==> src/rtl/pwm_bank.sv <==
// -----------------------------------------------------------------------------
// pwm_bank -- bank of CHANNELS PWM outputs sharing one period counter.
//
// Duty and period values are written into shadow registers. A commit request
// transfers every shadow into the active set on the next period boundary, so
// an output never shows a period built from a mix of old and new settings.
//
// Parameters
//   WIDTH    counter / duty / period width in bits (2..32)
//   CHANNELS number of PWM outputs (1..16)
//   CHW      channel-select width, >= ceil(log2(CHANNELS)), minimum 1
//
// Ports
//   clk      single clock, all state changes on the rising edge
//   reset    synchronous, active-high reset
//   wr_en    write strobe: wr_duty -> duty shadow[wr_chan]
//   wr_chan  channel index for the duty write (indices >= CHANNELS ignored)
//   wr_duty  duty value for the shadow write
//   per_en   write strobe: per_val -> period shadow
//   per_val  period value (counter runs 0..per_val inclusive)
//   commit   request a shadow->active transfer at the next boundary
//   out      registered PWM outputs, bit i = channel i
//   pending  high while a commit is waiting for a boundary
//   loaded   one-cycle pulse in the cycle after a transfer
// -----------------------------------------------------------------------------
module pwm_bank #(
  parameter int WIDTH    = 16,
  parameter int CHANNELS = 4,
  parameter int CHW      = 2
) (
  input  logic                clk,
  input  logic                reset,
  input  logic                wr_en,
  input  logic [CHW-1:0]      wr_chan,
  input  logic [WIDTH-1:0]    wr_duty,
  input  logic                per_en,
  input  logic [WIDTH-1:0]    per_val,
  input  logic                commit,
  output logic [CHANNELS-1:0] out,
  output logic                pending,
  output logic                loaded
);

  logic [WIDTH-1:0] cnt;
  logic [WIDTH-1:0] per_sh;
  logic [WIDTH-1:0] per_act;
  logic [WIDTH-1:0] duty_sh  [CHANNELS];
  logic [WIDTH-1:0] duty_act [CHANNELS];

  // Shadow contents as they will be after this edge. The transfer copies
  // these, so a shadow write landing on the transfer edge goes straight
  // through to the active set.
  logic [WIDTH-1:0] per_sh_nxt;
  logic [WIDTH-1:0] duty_sh_nxt [CHANNELS];

  logic boundary;
  logic transfer;

  // NOTE: every variable assigned in always_comb gets a default first, so no
  // path can leave it unassigned and infer a latch.
  always_comb begin
    per_sh_nxt = per_en ? per_val : per_sh;
    for (int i = 0; i < CHANNELS; i++) begin
      duty_sh_nxt[i] = duty_sh[i];
      // A channel index with no matching i simply writes nothing.
      if (wr_en && (wr_chan == CHW'(i))) duty_sh_nxt[i] = wr_duty;
    end
  end

  // With per_act == 0 the counter sits at 0 and every cycle is a boundary.
  assign boundary = (cnt == per_act);
  assign transfer = boundary && (pending || commit);

  // NOTE: sequential state uses non-blocking assignments only, so every
  // right-hand side below sees the pre-edge value regardless of order.
  always_ff @(posedge clk) begin
    if (reset) begin
      // NOTE: the shadow and active arrays are small register files with a
      // defined reset value, so they are cleared here rather than left as
      // uninitialised storage.
      cnt     <= '0;
      out     <= '0;
      pending <= 1'b0;
      loaded  <= 1'b0;
      per_sh  <= '1;
      per_act <= '1;
      for (int i = 0; i < CHANNELS; i++) begin
        duty_sh[i]  <= '0;
        duty_act[i] <= '0;
      end
    end else begin
      cnt <= boundary ? '0 : cnt + WIDTH'(1);

      // Pre-edge cnt against pre-edge duty: one cycle from cnt to out.
      for (int i = 0; i < CHANNELS; i++) begin
        out[i]     <= (cnt < duty_act[i]);
        duty_sh[i] <= duty_sh_nxt[i];
      end
      per_sh <= per_sh_nxt;

      // A commit arriving on a boundary transfers at once and never shows
      // up on pending; otherwise it is held until the boundary.
      pending <= !transfer && (pending || commit);
      loaded  <= transfer;

      if (transfer) begin
        per_act <= per_sh_nxt;
        for (int i = 0; i < CHANNELS; i++) duty_act[i] <= duty_sh_nxt[i];
      end
    end
  end

endmodule

==> config.mk <==
export PLATFORM = sky130hd
export DESIGN_NAME = pwm_bank
export DESIGN_NICKNAME = d
export VERILOG_FILES = /design/src/rtl/pwm_bank.sv
export SDC_FILE = /design/constraint.sdc
export NUM_CORES = 1
export LEC_CHECK = 0
export ABC_AREA = 1
export CORE_UTILIZATION = 54
export DETAILED_ROUTE_END_ITERATION = 12
export PLACE_DENSITY = 0.76
export SLEW_MARGIN = 20
export SYNTH_ARGS = -nofsm -noshare
export SYNTH_HDL_FRONTEND = slang
export SYNTH_SLANG_ARGS = --single-unit
==> constraint.sdc <==
create_clock -name clk -period 3.7 [get_ports clk]
set_input_delay 0.925 -clock clk [delete_from_list [all_inputs] [get_ports clk]]
set_output_delay 0.925 -clock clk [all_outputs]
set_load 0.005 [all_outputs]
After elaboration in Yosys (flattened, before gate mapping)
Memory sizes are Yosys's and may differ from the RTL's.
Index checks and enable logic that the tools add are counted.
{ "op_classes": {"reduce_logical": 10, "addsub": 1, "n_eq_ne": 4, "mux": 19, "bitwise_logic": 8, "order_cmp": 4} }
{ "op_table": {"columns": ["operator", "n"], "rows": [
  ["$mux 16", 13],
  ["$lt 16x16->1", 4],
  ["$add 16x1->16 const B", 1],
  ["$eq 16x16->1", 1],
  ["$or 1x1->1", 8],
  ["$logic_and 1x1->1", 6],
  ["$mux 1", 6],
  ["$eq 2x2->1 const B", 2],
  ["$eq 2x1->1 const B", 1],
  ["$logic_not 2->1", 1],
  ["$reduce_or 2->1", 1],
  ["$logic_not 1->1", 1],
  ["$logic_or 1x1->1", 1]
]} }
{ "word_totals": {"n_memories": 2, "mem_bits_rw": 128, "register_bits": 54, "inputBits": 39} }
{ "mem_list": {"columns": ["name", "words", "word_bits", "read_ports", "rd_ports_with_merged_regs", "write_ports", "line", "rtl"], "rows": [
  ["duty_act", 4, 16, 4, 0, 4, "48", "logic [WIDTH-1:0] duty_act [CHANNELS];"],
  ["duty_sh", 4, 16, 4, 0, 4, "47", "logic [WIDTH-1:0] duty_sh [CHANNELS];"]
]} }

Longest topological paths before layout
Gate-level depths: netlist of run 1.
{ "logic_depth": {"depth_word": 6, "depth_mapped": 10, "mapped_depth_nobuf": 9} }

Worst setup path after synthesis of run 1
Ideal clock, no wire load.
{ "synth_path": {"kind": "input port to flip-flop", "start": "input reset", "end": "memory duty_act[0][0], enable pin", "cell_stages": 5, "setup_time_ns": 0.690, "t_arrival_ns": 2.841, "required_ns": 3.010, "path_slack_ns": 0.169, "cell_sequence": "clkbuf_1 inv_1 clkbuf_1 clkbuf_1 nand2_1"} }
{ "synth_rtl": {"columns": ["item", "line", "rtl"], "rows": [
  ["start: declaration", "32", "input logic reset,"],
  ["end: declaration", "48", null]
]} }

==> flow_summary.ini, run 1 <==
[status]
status = finished clean

[drt]
route.met2.wl_um = 9350
drcViolationCount = 0
detail_route.wl_per_cell_um = 15.2
postRouteAntennaNets = 0
wirelength_um = 19000
vias = 6587
met3_length_um = 1010
via_per_inst = 5.27
met1_length_um = 8300
firstDrtPassIters = 5
drtIter0Drc = 412
top_layer_used = met4

[pwr]
switchingPower_mw = 1.04
vdd_drop_max_mv = 0.351
p_clk_share_pct = 41.8
sw_frac_of_total_pct = 24.4
leakagePower_nw = 4.32
powerDensity_nw_per_um2 = 426
power_frac_seq_pct = 50.8
p_int_mw = 3.22
pwr-share-comb_pct = 7.4

[clock_network]
clockRootBuffer = clkbuf_16
cts_tree = yes
cts_buffer_depth = 2
numCtsBuffers = 17
postCtsSetupBuffers = 0
clk_pin_slew_worst_paths_ps = 70
ctsHoldBuffers = 0
cts.sinks = 182
cts.htree.levels = 4
insertion_delay_ps = 430
cts_resized = 0

[placement]
port_buffers = 44
pre_cts_ws_ps = 861
globalplace.congestion = 0.814
place.detailed.hpwl_um = 13200
placed_area_um2 = 9400

[yosys]
syn_nets = 1082
yosys.area.top_type = dfxtp_1
ys_seq_area_share_pct = 48.8
synthFlopType = dfxtp_1
synth_top_family_by_area = simple AND/OR/NAND/NOR gates
avgSynthCellArea_um2 = 8.93
synth_area_leaders = dfxtp_1 27%, edfxtp_1 22%, ha_1 8.7%
synth_cell_types = 27
async_reset_ff_share_pct = 0
synth_adder_area_share_pct = 8.70
synth-compound-area-share_pct = 4.91
synth_enable_flop_cells = 64
yosysWarnings = 0
synth-xor-area-share_pct = 1.10
synth_top_area_share_pct = 26.9
synth_most_common_cell = nand2_1
synth_cells = 982
netlist_area_um2 = 8770
ys_ff_latch = 182
synthTopCellsByCount = 191 x nand2_1, 141 x nor2_1, 118 x dfxtp_1
yosys.area_share.simple_pct = 26.7
synth_mux_area_share_pct = 2.62

[sta]
finalHoldViolCount = 0
tns_ps = 0
rsz0062_at_grt = false
fin_ws_ps = 1130
worstMarginPinSlew_ps = 859
skew_ps = 10.1
fin_crit_sh_pct = 69.4
finalSetupViolCount = 0
slew_headroom_pct = 42.7
slew_violations = 0
fmax_mhz = 390
fin_crit_ps = 2570

[critical_path]
crit_fanout = 22
slowest_delay_ps = 560
crit_slowest_cell = dfxtp_1
crit_end = duty_act[0][8]
crit_top_cell = nand2_1
crit_path_end_kind = flip-flop
cp.arrival_ps = 2690
rr_worst_depth = 9
r2r_end = duty_act[0][8]
setup.worst_path.start_class = flip-flop
critPathLaunch = cnt[8]
crit_type = flip-flop to flip-flop
path_cells = inv_1 -> nand2_1 -> nand2_1 -> nor2_1 -> nand2_1 -> nor2_4 -> nand3_4 -> nand2_2 -> buf_12
r2r-start = cnt[8]
worst-r2r-setup-slack_ps = 1130
worstPathRequired_ps = 3830

[global_route]
grt_overflow_total = 0
grt_pass1_wl_um = 30900
grt_max_degree = 82
antenna_found_initial = 0
track_usage_pct = 24.3
grt_pass1_vias = 6337

[floorplan]
start_util_pct = 55.2
die_y_um = 129
coreArea_um2 = 15900
die_area_um2 = 16800
row_count = 46
die_width_um = 129
ioPinCount = 45

[finish]
stdcell_area_um2 = 9980
drive_above_1_share_pct = 11.7
synthToLayoutAreaGrowth_pct = 13.8
final_nets = 1122
num-fill-cells = 1285
num_antenna_cells = 0

[run]
cap_violations = 0

[hold_path]
hold_path_class = flip-flop to flip-flop
hold_depth = 2
==> cell families (layout without fill, tap and decap cells) <==
logic type	count (synthesis)	count (layout)
AND/OR/NAND/NOR	476	476
flip-flops	182	182
buffers and inverters	147	200
AO/OA/AOI/OAI	82	82
adder cells (fa/ha/maj)	61	61
multiplexers	23	23
XOR/XNOR	11	11
==> cell type report <==
class | instances | area [µm²] | area share, %
Clock buffer | 18 | 439 | 4.40
Clock inverter | 14 | 143 | 1.43
Inverter | 112 | 420 | 4.21
Multi-Input combinational cell | 653 | 3860 | 38.7
Sequential cell | 182 | 4280 | 42.9
Tap cell | 216 | 270 | 2.71
Timing Repair Buffer | 56 | 563 | 5.64
==> routing by layer <==
layer	GRT usage, %	vias up
met5	0	-
met4	8.34	0
met3	5.20	30
met2	41.9	163
met1	30.2	3079
li1	-	3315
==> registers in the layout, indices dropped and copies added (netlist names) <==
| name | cells |
|---|---|
| pending | 1 |
| per_sh | 16 |
| loaded | 1 |
| per_act | 16 |
| duty_act | 64 |
| duty_sh | 64 |
| cnt | 16 |
| out | 4 |
==> worst max-delay path, delay by kind of cell (launching register included) <==
kind | cells | cell delay, ps
buffers and inverters | 2 | 420
and+or+nand+nor | 7 | 1250
DFF | 1 | 560
==> worst min-delay path by stage <==
stage | startpoint | end | slack [ps]
4_1_cts | per_sh[15] | per_sh[15] | 460
2_1_floorplan | per_sh[0] | per_sh[0] | 420
3_3_place_gp | per_sh[0] | per_sh[0] | 430
6_report | per_sh[0] | per_sh[0] | 450
3_5_place_dp | per_sh[15] | per_sh[15] | 440
5_1_grt | per_sh[7] | per_sh[7] | 480
==> through the flow <==
stage	total power [mW]	util, %	std cells	hold slack (ps)
2_1_floorplan	2.39	-	982	424
3_3_place_gp	2.51	59.2	1219	433
3_5_place_dp	2.52	59.2	1219	438
4_1_cts	4.28	62.9	1251	456
5_1_grt	4.39	62.9	1251	475
6_report	4.26	62.9	1251	453
==> power groups by stage <==
stage / logic, mW / registers [mW] / clock network, mW
global placement: 0.303 / 2.20 / 0
global route: 0.352 / 2.17 / 1.87
detailed placement: 0.313 / 2.21 / 0
floorplan: 0.188 / 2.20 / 0
CTS: 0.315 / 2.16 / 1.80
finish: 0.315 / 2.16 / 1.78
==> placed cells by master, fill, tap and decap left out, types with 2 or more instances in the layout <==
| cell type | Yosys | layout |
|---|---|---|
| edfxtp_1 | 64 | 64 |
| inv_2 | 5 | 6 |
| buf_12 | 0 | 3 |
| nand2_2 | 1 | 2 |
| nor3_2 | 64 | 64 |
| o21ai_0 | 44 | 44 |
| nand4_1 | 21 | 21 |
| clkinv_4 | 0 | 2 |
| nand3_1 | 36 | 36 |
| buf_4 | 1 | 9 |
| nor2_1 | 141 | 141 |
| nor3_1 | 17 | 17 |
| xor2_1 | 10 | 10 |
| a21oi_1 | 30 | 30 |
| ha_1 | 61 | 61 |
| nor2_4 | 2 | 2 |
| inv_8 | 0 | 2 |
| nand2_1 | 191 | 190 |
| dfxtp_1 | 118 | 118 |
| clkbuf_16 | 0 | 17 |
| mux2i_1 | 23 | 23 |
| inv_6 | 0 | 4 |
| nor2_2 | 2 | 2 |
| inv_1 | 107 | 106 |
| clkinv_2 | 0 | 2 |
| o21a_1 | 4 | 4 |
| a211oi_1 | 4 | 4 |
| clkdlybuf4s50_1 | 0 | 43 |
No activity file was read; power rests on OpenSTA's default activity.
==> run 2, diff against run 1 <==
CORE_UTILIZATION = 55   (was 54)
PLACE_DENSITY = 0.74   (was 0.76)
clock period = 2.53 ns   (was 3.7 ns; I/O delays follow)
==> flow_summary.ini, run 2 (synthesized netlist as in run 1, its figures left out) <==
[clock_network]
clockRootBuffer = clkbuf_16
cts.sinks = 182
postCtsSetupBuffers = 0
ctsHoldBuffers = 0
cts_resized = 0
clk_pin_slew_worst_paths_ps = 70
insertion_delay_ps = 430
numCtsBuffers = 17
cts.htree.levels = 4
cts_buffer_depth = 2
cts_tree = yes

[sta]
rsz0062_at_grt = false
fin_crit_ps = 2060
worstMarginPinSlew_ps = 859
tns_ps = 0
slew_violations = 0
fmax_mhz = 484
finalHoldViolCount = 0
slew_headroom_pct = 42.7
finalSetupViolCount = 0
skew_ps = 12.1
fin_crit_sh_pct = 81.6

[critical_path]
crit_slowest_cell = dfxtp_1
r2r_end = duty_act[0][0]
path_cells = inv_1 -> nand2_1 -> nand2_1 -> nor2_1 -> nand2_1 -> nor2_4 -> nand3_4 -> nand2_4 -> buf_4
setup.worst_path.start_class = flip-flop
crit_fanout = 21
crit_end = duty_act[0][0]
worst-r2r-setup-slack_ps = 470
critPathLaunch = cnt[11]
crit_top_cell = nand2_1
crit_type = flip-flop to flip-flop
r2r-start = cnt[11]
slowest_delay_ps = 560
rr_worst_depth = 9
crit_path_end_kind = flip-flop
worstPathRequired_ps = 2640
cp.arrival_ps = 2170

[pwr]
p_int_mw = 5.04
sw_frac_of_total_pct = 23.4
p_clk_share_pct = 44.8
switchingPower_mw = 1.54
finalPower_mw = 6.58
leakagePower_nw = 4.43
power_frac_seq_pct = 48.1
vdd_drop_max_mv = 0.542
powerDensity_nw_per_um2 = 647
pwr-share-comb_pct = 7.1

[floorplan]
row_count = 45
die_width_um = 128
start_util_pct = 57.1
coreArea_um2 = 15400
ioPinCount = 45
die_y_um = 128
die_area_um2 = 16500

[placement]
globalplace.congestion = 0.830
place.detailed.hpwl_um = 13400
port_buffers = 44

[drt]
drtIter0Drc = 590
wirelength_um = 19500
vias = 6658
firstDrtPassIters = 7
postRouteAntennaNets = 0
via_per_inst = 5.28
drcViolationCount = 0
detail_route.wl_per_cell_um = 15.5

[finish]
final_cell_mix = 190 x nand2_1, 141 x nor2_1, 118 x dfxtp_1
synthToLayoutAreaGrowth_pct = 15.9
drive_above_1_share_pct = 12.9
num_antenna_cells = 0
final_common_cell = nand2_1
num-fill-cells = 1261
reg_top3 = duty_act (64), duty_sh (64)
final_nets = 1136

[global_route]
antenna_found_initial = 0
track_usage_pct = 25.5
grt_pass1_wl_um = 31800
grt_pass1_vias = 6387
grt_max_degree = 68
grt_overflow_total = 0

[status]
status = finished clean

[hold_path]
hold_depth = 2
hold_path_class = flip-flop to flip-flop

[run]
cap_violations = 0
==> run 2: cell types whose count changed in the layout (fill, tap and decap cells not counted), sizes merged <==
cell,previous run,this run
clkinv,6,3
inv,118,119
buf,13,27
clkinvlp,1,0
bufinv,1,4
==> run 2: routing by layer <==
metal | vias to the layer above | GRT usage [%] | routed length [µm] | part of all wire, %
li1 | 3345 | - | - | -
met3 | 26 | 5.26 | 935 | 4.8
met2 | 155 | 43.1 | 9430 | 48
met5 | - | 0 | 0 | 0
met1 | 3132 | 32.5 | 8760 | 45
met4 | 0 | 7.82 | 342 | 1.8
==> run 2: worst min-delay path by stage <==
stage / from / to / slack [ps]
global route: per_sh[4] / per_sh[4] / 470
global placement: per_sh[2] / per_sh[2] / 430
floorplan: per_sh[0] / per_sh[0] / 420
finish: per_sh[14] / per_sh[14] / 450
CTS: per_sh[12] / per_sh[12] / 460
detailed placement: per_sh[12] / per_sh[12] / 440
==> run 2: per-stage QoR <==
step                      hold slack [ps]  std cells  cell area [µm²]  setup WS [ps]  util (%)
after floorplan                       424        982             8780            252         -
after global routing                  473       1260            10200            270      66.1
after CTS                             456       1260            10200            443      66.1
final                                 453       1260            10200            466      66.1
after global placement                433       1228             9510            312      61.8
after detailed placement              439       1228             9510            224      61.8
==> run 2: power by group through the flow <==
stage / Combinational, mW / Sequential [mW] / Clock [mW]
global placement: 0.453 / 3.23 / 0
detailed placement: 0.464 / 3.23 / 0
global route: 0.523 / 3.17 / 3.07
floorplan: 0.276 / 3.21 / 0
CTS: 0.470 / 3.16 / 2.98
finish: 0.467 / 3.16 / 2.95
==> run 2: worst max-delay path, delay by kind of cell (launching register included) <==
family	cells	cell delay [ps]
simple gates	7	710
buf+inv	2	440
flops	1	560
==> run 2: layout make-up <==
cell class / count / area, µm² / area share (%)
Clock inverter: 14 / 209 / 2.06
Clock buffer: 18 / 450 / 4.43
Timing Repair Buffer: 70 / 668 / 6.57
Tap cell: 211 / 264 / 2.60
Sequential cell: 182 / 4280 / 42.1
Inverter: 112 / 420 / 4.14
Multi-Input combinational cell: 653 / 3870 / 38.1
==> run 3, diff against run 2 <==
clock period = 1.9 ns   (was 2.53 ns; I/O delays follow)
==> flow_summary.ini, run 3 (synthesized netlist as in run 1, its figures left out) <==
[floorplan]
ioPinCount = 45
start_util_pct = 57.1
die_width_um = 128
coreArea_um2 = 15400
die_area_um2 = 16500
die_y_um = 128
row_count = 45

[finish]
fin_util_pct = 71.4
final_common_cell = nand2_1
stdcell_area_um2 = 11000
synthToLayoutAreaGrowth_pct = 25.1
final_nets = 1224
final_cell_mix = 190 x nand2_1, 139 x nor2_1, 106 x inv_1
drive_above_1_share_pct = 21.1
reg_top3 = duty_act (64), duty_sh (64)
num_antenna_cells = 0

[global_route]
grt_pass1_wl_um = 34700
antenna_found_initial = 0
grt_overflow_total = 0
track_usage_pct = 27.8
grt_pass1_vias = 7153
grt_max_degree = 68

[critical_path]
cp.arrival_ps = 2020
path_cells = inv_1 -> nand2_1 -> nand2_1 -> nor2_2 -> nand2_1 -> nor2_4 -> nand3_4 -> buf_12 -> buf_12 -> nor3_2
crit_type = flip-flop to flip-flop
crit_slowest_cell = dfxtp_1
worstPathRequired_ps = 2180
setup.worst_path.start_class = flip-flop
crit_fanout = 12
crit_top_cell = nand2_1
cp.depth = 10
rr_worst_depth = 10
slowest_delay_ps = 360
timing.critical_path.buf_inv = 3
crit_path_end_kind = flip-flop
crit_family = simple AND/OR/NAND/NOR gates

[clock_network]
clockRootBuffer = clkbuf_16
cts.sinks = 182
cts_tree = yes
numCtsBuffers = 17
cts_buffer_depth = 2
cts.htree.levels = 4
clk_pin_slew_worst_paths_ps = 70
postCtsSetupBuffers = 0
insertion_delay_ps = 440

[status]
status = finished clean

[drt]
wirelength_um = 21000
vias = 7041
firstDrtPassIters = 5
via_per_inst = 5.22
drtIter0Drc = 502
detail_route.wl_per_cell_um = 15.6
drcViolationCount = 0
postRouteAntennaNets = 0

[sta]
finalSetupViolCount = 0
skew_ps = 8.11
slew_violations = 0
fmax_mhz = 574
worstMarginPinSlew_ps = 501
finalHoldViolCount = 0
fin_crit_ps = 1740
fin_crit_sh_pct = 91.8
slew_headroom_pct = 66.5
rsz0062_at_grt = false

[pwr]
switchingPower_mw = 2.17
sw_frac_of_total_pct = 25.0
powerDensity_nw_per_um2 = 790
leakagePower_nw = 4.87
power_frac_seq_pct = 48.5
vdd_drop_max_mv = 0.603
p_clk_share_pct = 42.6
pwr-share-comb_pct = 8.9
p_int_mw = 6.50

[placement]
place.detailed.hpwl_um = 15100
globalplace.congestion = 0.826
placed_area_um2 = 10300
port_buffers = 44

[hold_path]
hold_depth = 2
hold_path_class = flip-flop to flip-flop

[run]
cap_violations = 0
[run 3: cell count changes in the layout (fill, tap and decap cells not counted), moves of 3 or more]
cell     change
dfxtp_2     +13
inv_6        -4
buf_4       +76
inv_8        +3
dfxtp_1     -14
buf_12      +12
[run 3: path summary, 6_finish.rpt]
check | start | endpoint | slack [ps]
worst max-delay path | per_act[0] | duty_act[0][0] | 160
worst min-delay path | per_sh[0] | per_sh[0] | 450
worst max register to register | per_act[0] | duty_act[0][0] | 160
worst min register to register | per_sh[0] | per_sh[0] | 450
[run 3: metrics by stage]
step | cells | TNS [ps] | hold slack [ps] | power [mW] | setup slack (ps)
2_1_floorplan | 982 | 0 | 424 | 4.65 | 0.992
4_1_cts | 1348 | 0 | 458 | 8.69 | 93.3
6_report | 1348 | 0 | 452 | 8.67 | 156
3_5_place_dp | 1316 | -15710 | 439 | 5.05 | -225
3_3_place_gp | 1316 | -8210 | 433 | 5.02 | -132
5_1_grt | 1348 | 0 | 474 | 8.95 | 21.7
[run 3: cell type report]
class                           instances  area [µm²]
Fill cell                            1180        4400
Inverter                              112         420
Clock buffer                           17         425
Multi-Input combinational cell        653        3890
Timing Repair Buffer                  158        1480
Tap cell                              211         264
Sequential cell                       182        4300
Clock inverter                         15         193
[run 3: per-layer routing]
metal | wire length [µm] | vias up | global-route usage, % | part of all wire (%)
met5 | 0 | - | 0 | 0
met4 | 818 | 0 | 13.7 | 3.9
met3 | 1060 | 56 | 5.97 | 5.0
met2 | 10100 | 187 | 47.9 | 48
met1 | 9000 | 3278 | 32.9 | 43
li1 | - | 3520 | - | -
[run 3: worst register-to-register path, delay by kind of cell (launching register included)]
kind                   cells  cell delay [ps]
AND/OR/NAND/NOR            7              810
buffers and inverters      3              420
flip-flops                 1              360
[run 3: repair_timing]
item | CTS | global route
setup endpoints to repair | 0 | 17
hold buffers | 0 | 0
resized for setup | 0 | 3
[run 3: power groups by stage]
stage / Combinational (mW) / Sequential (mW) / Clock (mW)
5_1_grt: 0.850 / 4.21 / 3.89
2_1_floorplan: 0.369 / 4.28 / 0
6_report: 0.770 / 4.20 / 3.70
3_5_place_dp: 0.762 / 4.29 / 0
4_1_cts: 0.770 / 4.20 / 3.72
3_3_place_gp: 0.738 / 4.29 / 0
